**src/rtl/seg7_pkg.sv**
```systemverilog
// Shared constants and types for the 7-segment scan encoder and related display blocks.
// Segment order everywhere is {a,b,c,d,e,f,g} with a in bit 6.
package seg7_pkg;

    localparam int NUM_DIGITS = 4;

    localparam logic [6:0] SEG_0     = 7'b1111110;
    localparam logic [6:0] SEG_1     = 7'b0110000;
    localparam logic [6:0] SEG_2     = 7'b1101101;
    localparam logic [6:0] SEG_3     = 7'b1111001;
    localparam logic [6:0] SEG_4     = 7'b0110011;
    localparam logic [6:0] SEG_5     = 7'b1011011;
    localparam logic [6:0] SEG_6     = 7'b1011111;
    localparam logic [6:0] SEG_7     = 7'b1110000;
    localparam logic [6:0] SEG_8     = 7'b1111111;
    localparam logic [6:0] SEG_9     = 7'b1111011;
    localparam logic [6:0] SEG_BLANK = 7'b0000000;

    localparam logic [3:0] BCD_NONE = 4'hF;

    typedef enum logic [1:0] {
        ST_IDLE  = 2'd0,
        ST_TRACK = 2'd1,
        ST_HOLD  = 2'd2
    } state_e;

    function automatic logic is_one_hot(input logic [NUM_DIGITS-1:0] v);
        return (v != '0) && ((v & (v - 1'b1)) == '0);
    endfunction

    function automatic logic is_multi_hot(input logic [NUM_DIGITS-1:0] v);
        return (v & (v - 1'b1)) != '0;
    endfunction

    // Only meaningful for a one-hot input.
    function automatic logic [1:0] onehot_index(input logic [NUM_DIGITS-1:0] v);
        logic [1:0] idx;
        idx = 2'd0;
        for (int i = 0; i < NUM_DIGITS; i++) begin
            if (v[i]) idx = 2'(i);
        end
        return idx;
    endfunction

endpackage

```
**src/rtl/seg7_pattern_decode.sv**
```systemverilog
// Combinational map from a 7-segment pattern to BCD plus digit/blank flags.
// Anything that is neither a digit nor blank reports bcd = BCD_NONE with both flags low.
module seg7_pattern_decode
    import seg7_pkg::*;
(
    input  logic [6:0] pattern,
    output logic [3:0] bcd,
    output logic       is_digit,
    output logic       is_blank
);

    always_comb begin
        bcd      = BCD_NONE;
        is_digit = 1'b1;
        is_blank = 1'b0;
        case (pattern)
            SEG_0:     bcd = 4'd0;
            SEG_1:     bcd = 4'd1;
            SEG_2:     bcd = 4'd2;
            SEG_3:     bcd = 4'd3;
            SEG_4:     bcd = 4'd4;
            SEG_5:     bcd = 4'd5;
            SEG_6:     bcd = 4'd6;
            SEG_7:     bcd = 4'd7;
            SEG_8:     bcd = 4'd8;
            SEG_9:     bcd = 4'd9;
            SEG_BLANK: begin
                is_digit = 1'b0;
                is_blank = 1'b1;
            end
            default:   is_digit = 1'b0;
        endcase
    end

endmodule

```
**src/rtl/seg7_scan_encoder.sv**
```systemverilog
// Recovers BCD digits from a multiplexed 7-segment display bus: samples the bus,
// waits for a (dig_en, seg) pair to stay stable, then latches the decoded digit.
module seg7_scan_encoder
    import seg7_pkg::*;
#(
    parameter int STABLE_CYCLES = 4
) (
    input  logic                      clk,
    input  logic                      rst_n,
    input  logic [6:0]                seg,
    input  logic [NUM_DIGITS-1:0]     dig_en,
    output logic [4*NUM_DIGITS-1:0]   digits,
    output logic [NUM_DIGITS-1:0]     dig_valid,
    output logic                      frame_done,
    output logic                      err,
    output state_e                    dbg_state
);

    localparam int CNT_W = $clog2(STABLE_CYCLES + 1);
    localparam logic [CNT_W-1:0] CNT_MAX = CNT_W'(STABLE_CYCLES);
    localparam logic [CNT_W-1:0] CNT_ONE = CNT_W'(1);

    logic [6:0]              seg_s_q, seg_s_d;
    logic [NUM_DIGITS-1:0]   en_s_q, en_s_d;
    logic [NUM_DIGITS-1:0]   en_prev_q, en_prev_d;
    logic [6:0]              trk_seg_q, trk_seg_d;
    logic [NUM_DIGITS-1:0]   trk_en_q, trk_en_d;
    state_e                  state_q, state_d;
    logic [CNT_W-1:0]        cnt_q, cnt_d;
    logic [4*NUM_DIGITS-1:0] digits_q, digits_d;
    logic [NUM_DIGITS-1:0]   valid_q, valid_d;
    logic [NUM_DIGITS-1:0]   mask_q, mask_d;
    logic                    frame_q, frame_d;
    logic                    err_q, err_d;

    logic [3:0]            dec_bcd;
    logic                  dec_is_digit;
    logic                  dec_is_blank;
    logic                  same_pair;
    logic                  sample_one_hot;
    logic                  load;
    logic                  latch;
    logic [1:0]            idx;
    logic [NUM_DIGITS-1:0] latch_bits;

    seg7_pattern_decode u_decode (
        .pattern  (seg_s_q),
        .bcd      (dec_bcd),
        .is_digit (dec_is_digit),
        .is_blank (dec_is_blank)
    );

    always_comb begin
        seg_s_d   = seg;
        en_s_d    = dig_en;
        en_prev_d = en_s_q;

        state_d   = state_q;
        cnt_d     = cnt_q;
        trk_seg_d = trk_seg_q;
        trk_en_d  = trk_en_q;
        load      = 1'b0;
        latch     = 1'b0;

        sample_one_hot = is_one_hot(en_s_q);
        same_pair      = (en_s_q == trk_en_q) && (seg_s_q == trk_seg_q);
        idx            = onehot_index(en_s_q);

        case (state_q)
            ST_IDLE: begin
                if (sample_one_hot) load = 1'b1;
            end
            ST_TRACK: begin
                if (!sample_one_hot) begin
                    state_d = ST_IDLE;
                    cnt_d   = '0;
                end else if (same_pair) begin
                    cnt_d = (cnt_q == CNT_MAX) ? cnt_q : cnt_q + CNT_ONE;
                end else begin
                    load = 1'b1;
                end
            end
            ST_HOLD: begin
                if (!sample_one_hot) begin
                    state_d = ST_IDLE;
                    cnt_d   = '0;
                end else if (!same_pair) begin
                    load = 1'b1;
                end
            end
            default: begin
                state_d = ST_IDLE;
                cnt_d   = '0;
            end
        endcase

        if (load) begin
            state_d   = ST_TRACK;
            cnt_d     = CNT_ONE;
            trk_seg_d = seg_s_q;
            trk_en_d  = en_s_q;
        end

        // Reaching the threshold latches on this edge; this also covers STABLE_CYCLES == 1 on load.
        if (state_d == ST_TRACK && cnt_d == CNT_MAX) begin
            latch   = 1'b1;
            state_d = ST_HOLD;
        end

        latch_bits = latch ? (NUM_DIGITS'(1) << idx) : '0;

        digits_d = digits_q;
        valid_d  = valid_q;
        if (latch) begin
            digits_d[4*idx +: 4] = dec_bcd;
            valid_d[idx]         = dec_is_digit;
        end

        // Multi-hot reports only on the first sample of a multi-hot run.
        err_d = (is_multi_hot(en_s_q) && !is_multi_hot(en_prev_q))
              || (latch && !dec_is_digit && !dec_is_blank);

        // A full mask reports and clears; a latch on that same edge survives the clear.
        frame_d = (mask_q == '1);
        mask_d  = (frame_d ? '0 : mask_q) | latch_bits;
    end

    always_ff @(posedge clk) begin
        if (!rst_n) begin
            seg_s_q   <= '0;
            en_s_q    <= '0;
            en_prev_q <= '0;
            trk_seg_q <= '0;
            trk_en_q  <= '0;
            state_q   <= ST_IDLE;
            cnt_q     <= '0;
            digits_q  <= '1;
            valid_q   <= '0;
            mask_q    <= '0;
            frame_q   <= 1'b0;
            err_q     <= 1'b0;
        end else begin
            seg_s_q   <= seg_s_d;
            en_s_q    <= en_s_d;
            en_prev_q <= en_prev_d;
            trk_seg_q <= trk_seg_d;
            trk_en_q  <= trk_en_d;
            state_q   <= state_d;
            cnt_q     <= cnt_d;
            digits_q  <= digits_d;
            valid_q   <= valid_d;
            mask_q    <= mask_d;
            frame_q   <= frame_d;
            err_q     <= err_d;
        end
    end

    assign digits     = digits_q;
    assign dig_valid  = valid_q;
    assign frame_done = frame_q;
    assign err        = err_q;
    assign dbg_state  = state_q;

endmodule

```
**config.mk**
```make
export PLATFORM = sky130hd
export DESIGN_NAME = seg7_scan_encoder
export DESIGN_NICKNAME = d
export VERILOG_FILES = /design/src/rtl/seg7_pkg.sv /design/src/rtl/seg7_pattern_decode.sv /design/src/rtl/seg7_scan_encoder.sv
export SDC_FILE = /design/constraint.sdc
export NUM_CORES = 1
export LEC_CHECK = 0
export BUFFER_PORTS_ARGS = -buffer_cell sky130_fd_sc_hd__buf_2
export CORE_AREA = 2 2 92 94
export DETAILED_ROUTE_END_ITERATION = 8
export DIE_AREA = 0 0 94 96
export PLACE_DENSITY = 0.69
export SETUP_SLACK_MARGIN = 0.3
export SLEW_MARGIN = 30
export SYNTH_ARGS = -nofsm -noshare
export SYNTH_HDL_FRONTEND = slang
export SYNTH_SLANG_ARGS = --single-unit
```
**constraint.sdc**
```tcl
create_clock -name clk -period 5.5 [get_ports clk]
set_clock_uncertainty 0.2 [all_clocks]
set_input_delay 0.275 -clock clk [delete_from_list [all_inputs] [get_ports clk]]
set_output_delay 0.275 -clock clk [all_outputs]
set_load 0.1 [all_outputs]
```
Word level (Yosys, flattened, before mapping):

Index checks and enable logic that the tools add are counted.

* register bits: 57
* output and inout bits: 24
* word-level logic and storage cells: 91

* $add $sub $neg: 4
* $lt $le $gt $ge: 2
* eq/ne operators: 18
* shift-type cells: 3
* mux-type cells: 27
* bitwise logic cells: 4
* reduce and logical (&&, ||, !) cells: 20

Operator list (number)
* $eq 7x7->1 const B: 8
* $pmux 4 s10: 1
* $neg 4->34: 1
* $shift 4x34->16 const A: 1
* $shiftx 4x34->16: 1
* $bwmux 16: 1
* $mux 3: 5
* $eq 7x6->1 const B: 2
* $reduce_bool 4->1: 3
* $mux 2: 5
* $reduce_or 10->1: 1
* $pmux 3 s3: 1
* $and 4x4->4: 2
* $mux 1: 8
* $mux 4: 2
* $sub 4x1->4 const B: 2
* $eq 7x7->1: 1
* $logic_and 1x1->1: 7
* $logic_not 7->1: 1
* $eq 3x3->1 const B: 2
* $bwmux 4: 1
* $eq 2x1->1 const B: 2
* $eq 4x4->1: 1
* $eq 4x4->1 const B: 1
* other kinds (15): 18

Longest topological paths before layout:

* depth after elaboration: 13
* gate-level depth with buffers: 11
* mapped depth without buffers: 9

Cells and area by module:

From an unflattened synthesis, not the netlist that was laid out.

* cells, all modules: 341
* area total of the unflattened synthesis: 3114.2 um2

By module, submodules not included
* seg7_scan_encoder: times used 1, cells an instance 306, area an instance 2892.8 um2
* seg7_pattern_decode: times used 1, cells an instance 35, area an instance 221.5 um2

Least setup slack after synthesis:

OpenSTA, ideal clock, no wires.

* kind: register -> register
* start point: register state_q[1] (netlist: dbg_state[1])
* end point: register digits_q[9] (netlist: digits[9])
* setup time: 0.082 ns
* arrival: 3.138 ns
* path slack: 2.079 ns
* cell stages (with the launch flop): 10
* buffers on the path: 1
* path through: dfxtp_1 -> inv_1 -> ha_1 -> nor2_1 -> a21oi_1 -> o21ai_0 -> mux2i_1 -> buf_2 -> or4b_2 -> o221ai_1

* longest elaborated chain between the ends: 7
* elaborated cells on any way between the ends: 14
* those cells by class: eq/ne: 4; mux: 7; reduce/logical: 3

RTL lines
* start, declared: line seg7_scan_encoder.sv:28 `state_e state_q, state_d;`
* start signal, assigned: line seg7_scan_encoder.sv:148 `state_q <= state_d;`
* $eq 2x2->1 / $eq 2x1->1 (equally long branches): line seg7_scan_encoder.sv:69 `case (state_q)`
* $reduce_or 2->1 (no source line)
* $pmux 1 s2 / $pmux 2 s2 (equally long branches): line seg7_scan_encoder.sv:69
* $mux 3 / $mux 2 (equally long branches): line seg7_scan_encoder.sv:97 `if (load) begin`
* $eq 3x3->1 / $eq 2x1->1 (equally long branches): line seg7_scan_encoder.sv:105 `if (state_d == ST_TRACK && cnt_d == CNT_MAX) begin`
* $logic_and 1x1->1 *: line seg7_scan_encoder.sv:105
* $mux 1 *: line seg7_scan_encoder.sv:105
* end signal, assigned: line seg7_scan_encoder.sv:150 `digits_q <= digits_d;`
* end, declared: line seg7_scan_encoder.sv:30 `logic [4*NUM_DIGITS-1:0] digits_q, digits_d;`

Every way passes the cells marked *; elsewhere a longest branch is shown, timed or not.
A chain may end at the register's enable or synchronous reset.

Worst setup path in the final report:

* start point: register state_q[1] (netlist: dbg_state[1])
* end point: register digits_q[11] (netlist: digits[11])

The elaborated chain is that of the path after synthesis.

==> report_table.html <==
<table>
<tr><th>Metric</th><th>Value</th></tr>
<tr><th colspan="2">STA</th></tr>
<tr><td>Setup slack of the critical path after layout</td><td>2.300 ns</td></tr>
<tr><td>Max frequency</td><td>approximately 310 MHz</td></tr>
<tr><td>Portion of the clock cycle consumed by the worst path in the final layout</td><td>roughly three fifths</td></tr>
<tr><td>Final Max Tran Viols</td><td>0</td></tr>
<tr><td>Worst hold-check slack</td><td>0.2274 ns</td></tr>
<tr><td>Slew headroom</td><td>a little under half</td></tr>
<tr><td>Final period demand of the worst path</td><td>3.200 ns</td></tr>
<tr><td>Worst slew pin tran</td><td>around 0.79 ns</td></tr>
<tr><td>Final setup vio count</td><td>0</td></tr>
<tr><td>RSZ-0062 raised after global routing</td><td>no</td></tr>
<tr><td>Final Hold Vio Count</td><td>0</td></tr>
<tr><td>Total negative slack for setup checks</td><td>0 ns</td></tr>
<tr><th colspan="2">GRT</th></tr>
<tr><td>M3 GR Usage</td><td>4.464%</td></tr>
<tr><td>Gr busiest metal</td><td>met2</td></tr>
<tr><td>Met2 layer usage reported by global route</td><td>27.26%</td></tr>
<tr><td>GR Util met1</td><td>20.42%</td></tr>
<tr><td>Maximum number of pins on one net before global-route repair</td><td>39</td></tr>
<tr><td>Global route overflow</td><td>0</td></tr>
<tr><td>Global routing usage summed across all routing layers</td><td>16.80%</td></tr>
<tr><td>Wire length of the first global-routing pass</td><td>11,620 microns</td></tr>
<tr><td>Antenna violations before repair</td><td>0</td></tr>
<tr><td>Number of global-route vias before repair</td><td>~2,400</td></tr>
<tr><th colspan="2">Placement</th></tr>
<tr><td>Post-DP Area</td><td>between 3000 and 4000 sq um</td></tr>
<tr><td>Weighted congestion at the end of routability-driven global placement</td><td>0.9983</td></tr>
<tr><td>Buffers on Ports</td><td>36</td></tr>
<tr><td>Detail Placement HPWL</td><td>about 5100 microns</td></tr>
<tr><td>Placement Setup Slack</td><td>2.359 ns</td></tr>
<tr><th colspan="2">CTS</th></tr>
<tr><td>CTS clk-pin slew, worst paths</td><td>0.07 ns</td></tr>
<tr><td>Maximum count of clock buffers along a single path</td><td>2</td></tr>
<tr><td>Clock Sinks</td><td>57</td></tr>
<tr><td>CTS buffer count</td><td>9</td></tr>
<tr><td>CTS tree</td><td>done</td></tr>
<tr><td>Number of hold buffers added after CTS</td><td>11</td></tr>
<tr><td>Clock Tree Root</td><td>clkbuf_8</td></tr>
<tr><td>Number of H-tree levels</td><td>3</td></tr>
<tr><td>Post-cts sizing count</td><td>0</td></tr>
<tr><td>Clock latency at the later pin of the worst-skew pair</td><td>0.35 ns</td></tr>
<tr><td>Number of setup buffers added after CTS</td><td>0</td></tr>
<tr><th colspan="2">Min path</th></tr>
<tr><td>Launch instance of the worst min-delay path</td><td>rst_n</td></tr>
<tr><td>Worst hold path class</td><td>in2reg</td></tr>
<tr><td>Cell count of the worst hold path</td><td>2</td></tr>
<tr><td>Sink of the worst hold path</td><td>digits[3]</td></tr>
<tr><th colspan="2">Pwr</th></tr>
<tr><td>Fraction of power consumed by the clock network</td><td>roughly 37%</td></tr>
<tr><td>Leakage dissipation</td><td>1.540 nW</td></tr>
<tr><td>Net Switching</td><td>0.0002858 W</td></tr>
<tr><td>Switching power share of the total</td><td>between 20% and 30%</td></tr>
<tr><td>Peak supply drop</td><td>roughly 0.16 mV</td></tr>
<tr><td>Power density relative to cell area</td><td>268.7 nW/um^2</td></tr>
<tr><td>Overall power</td><td>0.0009587 W</td></tr>
<tr><td>Fraction of power consumed by sequential logic</td><td>around 46%</td></tr>
<tr><td>Internal cell power</td><td>0.0006728 W</td></tr>
<tr><td>Part of the total power dissipated in combinational logic</td><td>16.4%</td></tr>
<tr><th colspan="2">Worst setup path</th></tr>
<tr><td>Logic depth of the worst register-to-register path</td><td>9</td></tr>
<tr><td>Family with the most delay on the worst path</td><td>simple AND/OR/NAND/NOR gates</td></tr>
<tr><td>Worst endpoint data arrival time</td><td>3.19 ns</td></tr>
<tr><td>Maximum net fanout on the critical path</td><td>12</td></tr>
<tr><td>Reg-to-reg critical path startpoint</td><td>dbg_state[1]</td></tr>
<tr><td>Worst R2R End</td><td>digits[11]</td></tr>
<tr><td>Worst setup SP type</td><td>flop</td></tr>
<tr><td>Critical path type</td><td>reg2reg</td></tr>
<tr><td>Data required time of the worst path</td><td>5.49 ns</td></tr>
<tr><td>Critical Path Max Stage Delay</td><td>approximately 0.54 ns</td></tr>
<tr><td>Sequence of cells on the critical path</td><td>inv_1, ha_1, nor2_1, a21oi_1, o21ai_0, mux2i_1, nor4b_4, and4_1, o221ai_1</td></tr>
<tr><td>Slowest cell on the critical path</td><td>nor4b_4</td></tr>
<tr><td>Buf/Inv on CP</td><td>1</td></tr>
<tr><td>Worst setup slack for register-to-register paths</td><td>between 2 and 2.5 ns</td></tr>
<tr><td>Kind of capture point of the worst setup path</td><td>flop</td></tr>
<tr><th colspan="2">Finish</th></tr>
<tr><td>Number of nets in the final layout</td><td>402</td></tr>
<tr><td>Area used by sequential logic in the layout</td><td>1141 sq um</td></tr>
<tr><td>Cell area after layout</td><td>roughly 3600 sq um</td></tr>
<tr><td>Count of antenna diodes in the layout</td><td>0</td></tr>
<tr><td>Count of fill cells added during filler insertion</td><td>806</td></tr>
<tr><td>Area overhead of the layout relative to synthesis</td><td>15.05%</td></tr>
<tr><td>Share of post-route cells with drive strength above 1</td><td>between 10% and 20%</td></tr>
<tr><td>Multi-input gate area in the final layout</td><td>1692 sq um</td></tr>
<tr><th colspan="2">Yosys</th></tr>
<tr><td>Synth unique cells</td><td>63</td></tr>
<tr><td>Share of synthesized area occupied by flip-flops and latches</td><td>36.80%</td></tr>
<tr><td>Syn_area_per_cell</td><td>a little under 9 sq um</td></tr>
<tr><td>Number of enable flip-flop cells after synthesis</td><td>0</td></tr>
<tr><td>Net Count, Synth</td><td>371</td></tr>
<tr><td>Prevailing post-synth register cell</td><td>dfxtp_1</td></tr>
<tr><td>Summed instance area of the synthesized netlist</td><td>3100 sq um</td></tr>
<tr><td>Yosys reg bits</td><td>57</td></tr>
<tr><td>Synth warn</td><td>0</td></tr>
<tr><td>Share of async-settable or async-resettable flops after synthesis</td><td>0%</td></tr>
<tr><td>Post-synthesis cell count</td><td>around 350</td></tr>
<tr><th colspan="2">Drt</th></tr>
<tr><td>Total DRC errors in the routed layout</td><td>0</td></tr>
<tr><td>Mean number of vias per cell</td><td>5.529</td></tr>
<tr><td>Vias post-DR</td><td>between 2,000 and 3,000</td></tr>
<tr><td>Final antenna-violating net count</td><td>0</td></tr>
<tr><td>Length of the first detailed-routing pass in iterations</td><td>5</td></tr>
<tr><td>Detailed-route wire length per cell</td><td>14.80 microns</td></tr>
<tr><td>Total routed wirelength</td><td>7223 microns</td></tr>
<tr><td>First-iteration detailed-routing DRC count</td><td>around 160</td></tr>
<tr><th colspan="2">Die</th></tr>
<tr><td>Placement row count</td><td>33</td></tr>
<tr><td>Die area</td><td>9024 sq um</td></tr>
<tr><td>Vertical die dimension</td><td>96 microns</td></tr>
<tr><td>I/O pins</td><td>37</td></tr>
<tr><td>Width of the die</td><td>between 90 and 100 microns</td></tr>
<tr><td>Initial core utilization</td><td>38.51%</td></tr>
<tr><td>Area of the core</td><td>~8000 sq um</td></tr>
<tr><th colspan="2">Job</th></tr>
<tr><td># Max-Cap Violations</td><td>0</td></tr>
<tr><th colspan="2">Status</th></tr>
<tr><td>Status</td><td>completed</td></tr>
</table>
-- layout make-up --
cell class | instances | area share (%)
Tap cell | 105 | 3.683
Multi-Input combinational cell | 231 | 47.42
Sequential cell | 57 | 31.99
Clock inverter | 5 | 0.8418
Clock buffer | 11 | 4.244
Inverter | 30 | 3.157
Timing Repair Buffer | 49 | 8.664
-- synth_stat cells (all sizes together) (2+ instances only) --
master | instances | area share (%)
dfxtp | 57 | 37
nor2 | 34 | 4.1
inv | 30 | 3.6
buf | 22 | 4.2
and2 | 19 | 3.8
nand4 | 14 | 2.8
xnor2 | 13 | 3.9
mux2i | 12 | 3.9
nand2 | 12 | 1.5
o221ai | 12 | 3.4
a21oi | 11 | 1.9
ha | 11 | 4.4
or4 | 9 | 2.2
o21ai | 8 | 1.3
clkbuf | 7 | 0.85
o211ai | 6 | 1.6
a41o | 5 | 1.6
o21a | 5 | 1.2
or4b | 5 | 1.6
nand3 | 4 | 0.81
nor3 | 4 | 0.65
o211a | 4 | 1.3
and3 | 3 | 0.61
and4 | 3 | 0.85
nor4 | 3 | 1.1
nor4b | 3 | 1.5
o2111ai | 3 | 0.85
a2111oi | 2 | 0.61
a211o | 2 | 0.57
nand3b | 2 | 0.48
nand4b | 2 | 0.57
nor3b | 2 | 0.48
or3 | 2 | 0.40
-- power by group through the flow --
stage	registers, W	logic, W	clock network, W
finish	0.000444	0.000158	0.000357
global route	0.000446	0.000171	0.000384
CTS	0.000444	0.000156	0.000364
detailed placement	0.000453	0.000148	0
global placement	0.000452	0.000144	0
floorplan	0.000451	0.000124	0
-- through the flow --
step	util [%]	cells
floorplan	-	347
global placement	40.54	460
detailed placement	40.68	461
CTS	44.30	488
global route	44.30	488
finish	44.30	488
-- worst max path at each step --
stage	end	slack, ns	depth (start not counted)	startpoint
after floorplan	digits[9]	2.08	9	dbg_state[1]
after detailed placement	digits[7]	2.36	9	dbg_state[1]
final	digits[11]	2.30	9	dbg_state[1]
after global placement	digits[7]	2.48	7	en_prev_d[3]
after CTS	digits[7]	2.34	9	dbg_state[1]
after global routing	digits[7]	2.05	9	dbg_state[1]
-- state kept, by name (all words and copies together) (netlist names) --
register	cells
frame_done	1
cnt_q	3
trk_en_q	4
trk_seg_q	7
seg_s_q	7
en_prev_q	4
dbg_state	2
err	1
dig_valid	4
mask_q	4
en_prev_d	4
digits	16
-- routing by layer --
layer / part of all wire [%] / vias up / routed length, microns
met5: 0 / - / 0
met4: 2.7 / 0 / 194
met3: 5.9 / 24 / 429
met2: 46 / 95 / 3353
met1: 45 / 1269 / 3246
li1: - / 1310 / -
-- cell usage in the layout, fill, tap and decap left out, drive strengths merged, types with 6 or more instances in the layout --
cell type and count:
dfxtp 57, buf 38, nor2 34, inv 30
and2 19, nand4 14, xnor2 13, mux2i 12
o221ai 12, nand2 12, ha 11, clkbuf 11
dlygate4sd3 11, a21oi 11, or4 9, o21ai 8
o211ai 6
-- cells by family after synthesis --
kind of cell               synth area share [%]
buffers and inverters                     8.636
DFF                                       36.80
adders and majority gates                 4.762
AOI/OAI and AO/OA                         17.23
and+or+nand+nor                           24.78
xor gates and xnor gates                  3.915
muxes                                     3.874
(Power assumes the default switching activity.)
